File: config.mk
export PLATFORM = sky130hd
export DESIGN_NAME = mo_pixel_serializer
export DESIGN_NICKNAME = d
export VERILOG_FILES = /design/src/rtl/mo_pixel_serializer.sv
export SDC_FILE = /design/constraint.sdc
export NUM_CORES = 1
export LEC_CHECK = 0
export ABC_AREA = 1
export CAP_MARGIN = 30
export CORE_ASPECT_RATIO = 0.5
export CORE_UTILIZATION = 45
export CTS_CLUSTER_DIAMETER = 50
export DETAILED_ROUTE_END_ITERATION = 7
export GPL_ROUTABILITY_DRIVEN = 0
export GPL_TIMING_DRIVEN = 0
export PLACE_DENSITY = 0.75
export SKIP_LAST_GASP = 1
export SLEW_MARGIN = 25
export SYNTH_ARGS = -nofsm -noshare
export SYNTH_HDL_FRONTEND = slang
export SYNTH_SLANG_ARGS = --single-unit
File: constraint.sdc
create_clock -name clk -period 1.44 [get_ports clk]
set_clock_uncertainty 0.15 [all_clocks]
set_input_delay 0.144 -clock clk [delete_from_list [all_inputs] [get_ports clk]]
set_output_delay 0.144 -clock clk [all_outputs]
set_load 0.01 [all_outputs]
File: src/rtl/mo_pixel_serializer.sv
// Motion-object pixel serializer: latches a picture number, forms the ROM address,
// buffers one fetched ROM word and shifts it out as BPP-bit colour codes per pixel enable.
module mo_pixel_serializer #(
  parameter int BPP   = 3,
  parameter int NPIX  = 4,
  parameter int PIC_W = 8,
  parameter int LO_W  = 5
) (
  input  logic                  clk,
  input  logic                  RESETn,
  input  logic                  ce_pix,
  input  logic                  ce_pic,
  input  logic                  pic_ld,
  input  logic [PIC_W-1:0]      sr_pic,
  input  logic [LO_W-1:0]       addrlo,
  output logic [PIC_W+LO_W-1:0] rom_addr,
  input  logic                  fetch,
  input  logic [BPP*NPIX-1:0]   rom_data,
  input  logic                  matchn,
  input  logic [1:0]            mode,
  input  logic                  flip,
  output logic [BPP-1:0]        ar,
  output logic                  pix_vld,
  output logic                  buf_full,
  output logic                  underrun
);

  localparam int CNT_W = $clog2(NPIX + 1);

  localparam logic [1:0] MODE_HOLD  = 2'b00;
  localparam logic [1:0] MODE_LEFT  = 2'b01;
  localparam logic [1:0] MODE_RIGHT = 2'b10;
  localparam logic [1:0] MODE_LOAD  = 2'b11;

  logic [PIC_W-1:0]           r_picture;
  logic [BPP*NPIX-1:0]        r_buffer;
  logic                       r_buf_full;
  logic                       r_fetch_d;
  // Packed so that plane p lines up with rom_data[p*NPIX +: NPIX].
  logic [BPP-1:0][NPIX-1:0]   r_plane;
  logic [CNT_W-1:0]           r_cnt;
  logic                       r_underrun;

  logic [BPP-1:0][NPIX-1:0]   w_plane_nxt;
  logic [CNT_W-1:0]           w_cnt_nxt;
  logic [CNT_W-1:0]           w_cnt_dec;
  logic                       w_underrun_nxt;
  logic                       w_load_take;

  assign w_cnt_dec   = (r_cnt != '0) ? r_cnt - CNT_W'(1) : r_cnt;
  assign w_load_take = ce_pix && (mode == MODE_LOAD) && !matchn && r_buf_full;

  always_comb begin
    w_plane_nxt    = r_plane;
    w_cnt_nxt      = r_cnt;
    w_underrun_nxt = r_underrun;
    if (ce_pix) begin
      case (mode)
        MODE_HOLD: ;
        MODE_LEFT: begin
          for (int p = 0; p < BPP; p++) w_plane_nxt[p] = {r_plane[p][NPIX-2:0], 1'b0};
          w_cnt_nxt = w_cnt_dec;
        end
        MODE_RIGHT: begin
          for (int p = 0; p < BPP; p++) w_plane_nxt[p] = {1'b0, r_plane[p][NPIX-1:1]};
          w_cnt_nxt = w_cnt_dec;
        end
        default: begin
          if (matchn) begin
            w_plane_nxt = '1;
            w_cnt_nxt   = CNT_W'(NPIX);
          end else if (r_buf_full) begin
            w_plane_nxt = r_buffer;
            w_cnt_nxt   = CNT_W'(NPIX);
          end else begin
            // Nothing buffered: show transparent and flag the missed word.
            w_plane_nxt    = '1;
            w_cnt_nxt      = '0;
            w_underrun_nxt = 1'b1;
          end
        end
      endcase
    end
  end

  always_ff @(posedge clk or negedge RESETn) begin
    if (!RESETn) begin
      r_picture  <= '0;
      r_buffer   <= '0;
      r_buf_full <= 1'b0;
      r_fetch_d  <= 1'b0;
      r_plane    <= '0;
      r_cnt      <= '0;
      r_underrun <= 1'b0;
    end else begin
      r_fetch_d  <= fetch;
      r_plane    <= w_plane_nxt;
      r_cnt      <= w_cnt_nxt;
      r_underrun <= w_underrun_nxt;
      if (ce_pic && pic_ld) r_picture <= sr_pic;
      if (r_fetch_d) r_buffer <= rom_data;
      // A capture on the same edge as a load keeps the buffer marked full.
      if (r_fetch_d)        r_buf_full <= 1'b1;
      else if (w_load_take) r_buf_full <= 1'b0;
    end
  end

  always_comb begin
    ar = '0;
    for (int p = 0; p < BPP; p++) ar[p] = flip ? r_plane[p][0] : r_plane[p][NPIX-1];
  end

  assign rom_addr = {r_picture, addrlo};
  assign pix_vld  = (r_cnt != '0);
  assign buf_full = r_buf_full;
  assign underrun = r_underrun;

endmodule

# [Yosys cells after proc, flatten, opt, wreduce, memory -nomap -nowiden]
# Cells that the tools add are included.
# W data, S select, Z words.
[totals] memories=0 latchBits=0 output_inout_bits=19 romBits=0 wordCells=43 regBits=38 mem_bits_rw=0 input_bits=35
[op_classes] bitwise_logic=4 n_reduce_logical=13 n_eq_ne=4 mul=0 addsub=1 n_shift=0 order_cmp=0 div_mod_pow=0 muxes=12
[ops] cell="$pmux W12 S3" n=1
[ops] cell="$mux W12" n=2
[ops] cell="$mux W3" n=3
[ops] cell="$pmux W3 S2" n=1
[ops] cell="$mux W1" n=5
[ops] cell="$eq A2 B2 Y1 const B" n=2
[ops] cell="$logic_and A1 B1 Y1" n=4
[ops] cell="$not A1 Y1" n=4
[ops] cell="$reduce_and A4 Y1" n=1
[ops] cell="$reduce_and A3 Y1" n=1
[ops] cell="$reduce_bool A3 Y1" n=1
[ops] cell="$reduce_or A3 Y1" n=1
[ops] cell="$sub A3 B1 Y3 const B" n=1
[ops] cell="$eq A2 B1 Y1 const B" n=1
[ops] cell="$logic_not A2 Y1" n=1
[ops] cell="$ne A2 B1 Y1 const B" n=1
[ops] cell="$reduce_and A2 Y1" n=1
[ops] cell="$reduce_bool A2 Y1" n=1
[ops] cell="$reduce_or A2 Y1" n=1
[ops] cell="$logic_not A1 Y1" n=1

# [Depth between registers and ports, before layout]
[logic_depth] depth_word=6 ltp_mapped=9 depth_no_buf=8

# [Worst setup path after synthesis]
# Ideal clock, no wire load.
[synth_path] path_kind="input to register" start="input mode[0]" end="register r_cnt[1]" n_path_buf=2 path_stages=8 t_arrival_ns=0.936 setup_slack_ns=0.227 cell_sequence="inv_1 -> ha_1 -> buf_6 -> inv_2 -> buf_4 -> nor2_1 -> nand2_1 -> o21ai_0"
[synth_between] elab_chain_len=4
[synth_rtl] item="start: declaration" line="20" text="input logic [1:0] mode,"
[synth_rtl] item="$eq A2 B2 Y1 or $eq A2 B1 Y1 (tied branches)" line="58" text="case (mode)"
[synth_rtl] item="$reduce_or A2 Y1 (no line)"
[synth_rtl] item="$ne A2 B1 Y1 (no line)"
[synth_rtl] item="$reduce_and A3 Y1 (no line)"
[synth_rtl] item="end signal: assignment" line="98" text="r_cnt <= w_cnt_nxt;"
[synth_rtl] item="end: declaration" line="41" text="logic [CNT_W-1:0] r_cnt;"
# Parallel ways exist; a longest one is shown, timed or not.
# A chain may end at the register's enable or synchronous reset.

# [Worst setup path in the final report]
[layout_path] start="register r_cnt[0]" end="output pix_vld"
[layout_between] elab_chain_len=1
[layout_rtl] item="$reduce_bool A3 Y1" line="114" text="assign pix_vld = (r_cnt != '0);"
[layout_rtl] item="end: declaration" line="23" text="output logic pix_vld,"
# No other way between the ends.

==> results.md <==
* Status: complete, no violations
* Syn_area_per_cell at around 8.0 um2
* Final ANT Viol Nets at 0
* Hold Path Origin: pic_ld
* Die footprint at roughly 4700 um2
* Distinct cells, synth at 19
* Post-synthesis adder-cell area fraction at under 10%
* WL/cell at about 13 um
* FILL cells at around 350
* Post-synthesis register bit count at 38
* Top-level I/O count at between 50 and 60
* Number of max-cap violations at 0
* CTS H-tree depth at 2
* Final setup viols at 0
* Most frequent cells in the layout: nand2_1 (101), dfrtp_1 (38), clkdlybuf4s50_1 (28)
* Worst-margin pin slew at 0.242 ns
* R2R setup slack at about 0.2 ns
* R2r endpoint: r_buffer[3]
* Synth Area in Compound Gates at 6.28%
* Largest family of logic cells by synthesized area: simple AND/OR/NAND/NOR gates
* Max Clock Freq at 0.705 GHz
* PortBufs at 46
* TritonCTS clock tree: done
* Hpwl dp at roughly 3.4 mm
* Register area at roughly 950 um2
* Grt total ovfl at 0
* Post-synthesis instance total at 248
* Global-route wire length before repair at between 8 and 9 mm
* Post-synthesis sequential area ratio at 47.7%
* Most common cell after layout, fill and taps aside: nand2_1
* Num CTS Buffers at 5
* Leakage at approximately 0.0014 uW
* Max Slew Vio Count at 0
* WS Path Type: flop to output port
* Die Ht at roughly 50 um
* Setup TNS at 0 ns
* GRT Total Usage at 22.2%
* Switch share at approximately a third
* Xor and xnor area share after synthesis at 0%
* Finished Cell Area at between 2000 and 3000 um2
* Longest Clk Path Bufs at 2
* Initial antenna violation count at 0
* Placement Cell Area at around 2500 um2
* Starting density of the core at 49.0%
* RSZ-0062 raised after global routing: true
* CTS sink count at 38
* Internal power at ~2000 uW
* Via Count at around 1,800
* Pre-antenna DRT Iters at 4
* Clock-pin transition on the worst setup and hold timing paths at roughly 0.08 ns
* Critical path fanouts, max at 3
* Area of the mapped netlist at approximately 2000 um2
* Core area at between 4000 and 5000 um2
* Slew HR at ~84%
* Critical path capture point type: output port
* Worst R2R Path Depth at 2
* Util after Layout at ~65%
* Vias/cell at just under 5
* Synth Area in Simple Gates at 27.9%
* Worst r2r src: r_fetch_d
* NumNets Final at between 300 and 400
* Later-pin clock latency in the skew report at about 0.29 ns
* Psw at 939 uW
* ANT cells at 0
* Worst path required time at about 1.2 ns
* Initial drt markers at 95
* Hold path endpoint: r_picture[1]
* Row Count at 16
* Combinational Power Share at 29.9%
* Mux contribution to synthesized area at 3.39%
* Setup ws final at between 0.02 and 0.025 ns
* Dpl ws at -0.523 ns
* Syn nets at 290
* Total Wirelength at around 4.7 mm
* Hold path depth at 3
* Worst hold-check path type: input port to flop
* Synth warnings at 0
* Maximum VDD drop at 0.490 mV
* Largest net degree at the start of global routing at 31
* Multi-input gate area at 841 um2
* Root Driver: clkbuf_8
* Tcrit/Tclk final at between 90% and 100%
* Crit path time final at roughly 1.4 ns
* Critical path arrival at around 1.1 ns
* DRC errors left at 0
* Area Growth Syn to Fin at 33.5%
* Clock power share at between 20% and 30%
* Pwr per Cell Area at between 1000 and 1500 nW/um2
* Flop pwr share at 44.2%
* Final Hold Fails at 0
* Share of cells above drive strength 1 at around 18%
* Vias in the first global route at about 1,800
* Startpoint Class: flop
* Total power at slightly below 3000 uW
* Die W at between 90 and 100 um
==> kinds of logic after synthesis <==
logic type / after synthesis
buffers and inverters: 38
muxes: 6
AOI/OAI and AO/OA: 23
DFF: 38
adders and majority gates: 7
and+or+nand+nor: 136
==> how the worst max path moves through the flow <==
stage             start          to
2_1_floorplan   mode[0]    r_cnt[1]
3_3_place_gp     RESETn  r_plane[0]
3_5_place_dp    mode[0]  r_plane[2]
4_1_cts        r_cnt[0]     pix_vld
5_1_grt        r_cnt[0]     pix_vld
6_report       r_cnt[0]     pix_vld
==> registers in the layout, indices dropped and copies added (netlist names) <==
| signal | flops |
|---|---|
| r_plane | 12 |
| r_cnt | 3 |
| r_picture | 8 |
| underrun | 1 |
| r_buffer | 12 |
| r_fetch_d | 1 |
| buf_full | 1 |
==> power by group through the flow <==
stage	clock [uW]	combinational, uW	sequential (uW)
final	772	891	1310
after global routing	818	996	1330
after CTS	774	862	1310
after detailed placement	0	863	1340
after global placement	0	818	1340
after floorplan	0	481	1330
==> final cells by class <==
type	instances	area share, %
clock buffer	7	3.25
inverter	20	2.82
tap	54	2.54
clock inverter	1	0.188
multi-input combinational	172	31.6
sequential	38	35.7
timing repair buffer	55	18.9
buffer	18	4.94
==> worst max-delay path, cell delays in order, from the launching register on <==
cell and delay, ns:
dfrtp_1 0.38, inv_2 0.07, ha_2 0.19, nand2_2 0.06
buf_2 0.14
==> what timing repair did <==
action,in CTS,in global routing
buffers inserted,6,1
cloned,0,0
setup endpoints to repair,29,4
hold buffers,1,0
resized for setup,27,8
hold endpoints to repair,38,0
==> Yosys cell counts, drive strengths merged <==
master | n | share of area, %
nand3 | 24 | 6.3
dfrtp | 38 | 48
nor2 | 9 | 2.1
nand4 | 1 | 0.31
a21oi | 6 | 1.5
ha | 7 | 4.4
a21o | 1 | 0.38
nand2 | 102 | 19
o21ai | 15 | 4.0
mux2 | 6 | 3.4
a31o | 1 | 0.44
buf | 18 | 6.6
inv | 20 | 3.8
==> metal layers <==
layer | vias up | global-route usage [%] | routed length (um)
li1 | 891 | - | -
met1 | 826 | 29.3 | 2100
met2 | 62 | 36.6 | 2230
met3 | 6 | 6.23 | 349
met4 | 0 | 4.23 | 34
met5 | - | 0 | 0
==> per-stage QoR <==
| step | hold slack, ns | std cells |
|---|---|---|
| after CTS | 0.00296 | 364 |
| after global routing | 0.0169 | 365 |
| after global placement | 0.305 | 348 |
| after floorplan | -0.302 | 248 |
| final | 0.00518 | 365 |
| after detailed placement | -0.138 | 349 |
Power figures use the tool's default switching activity.
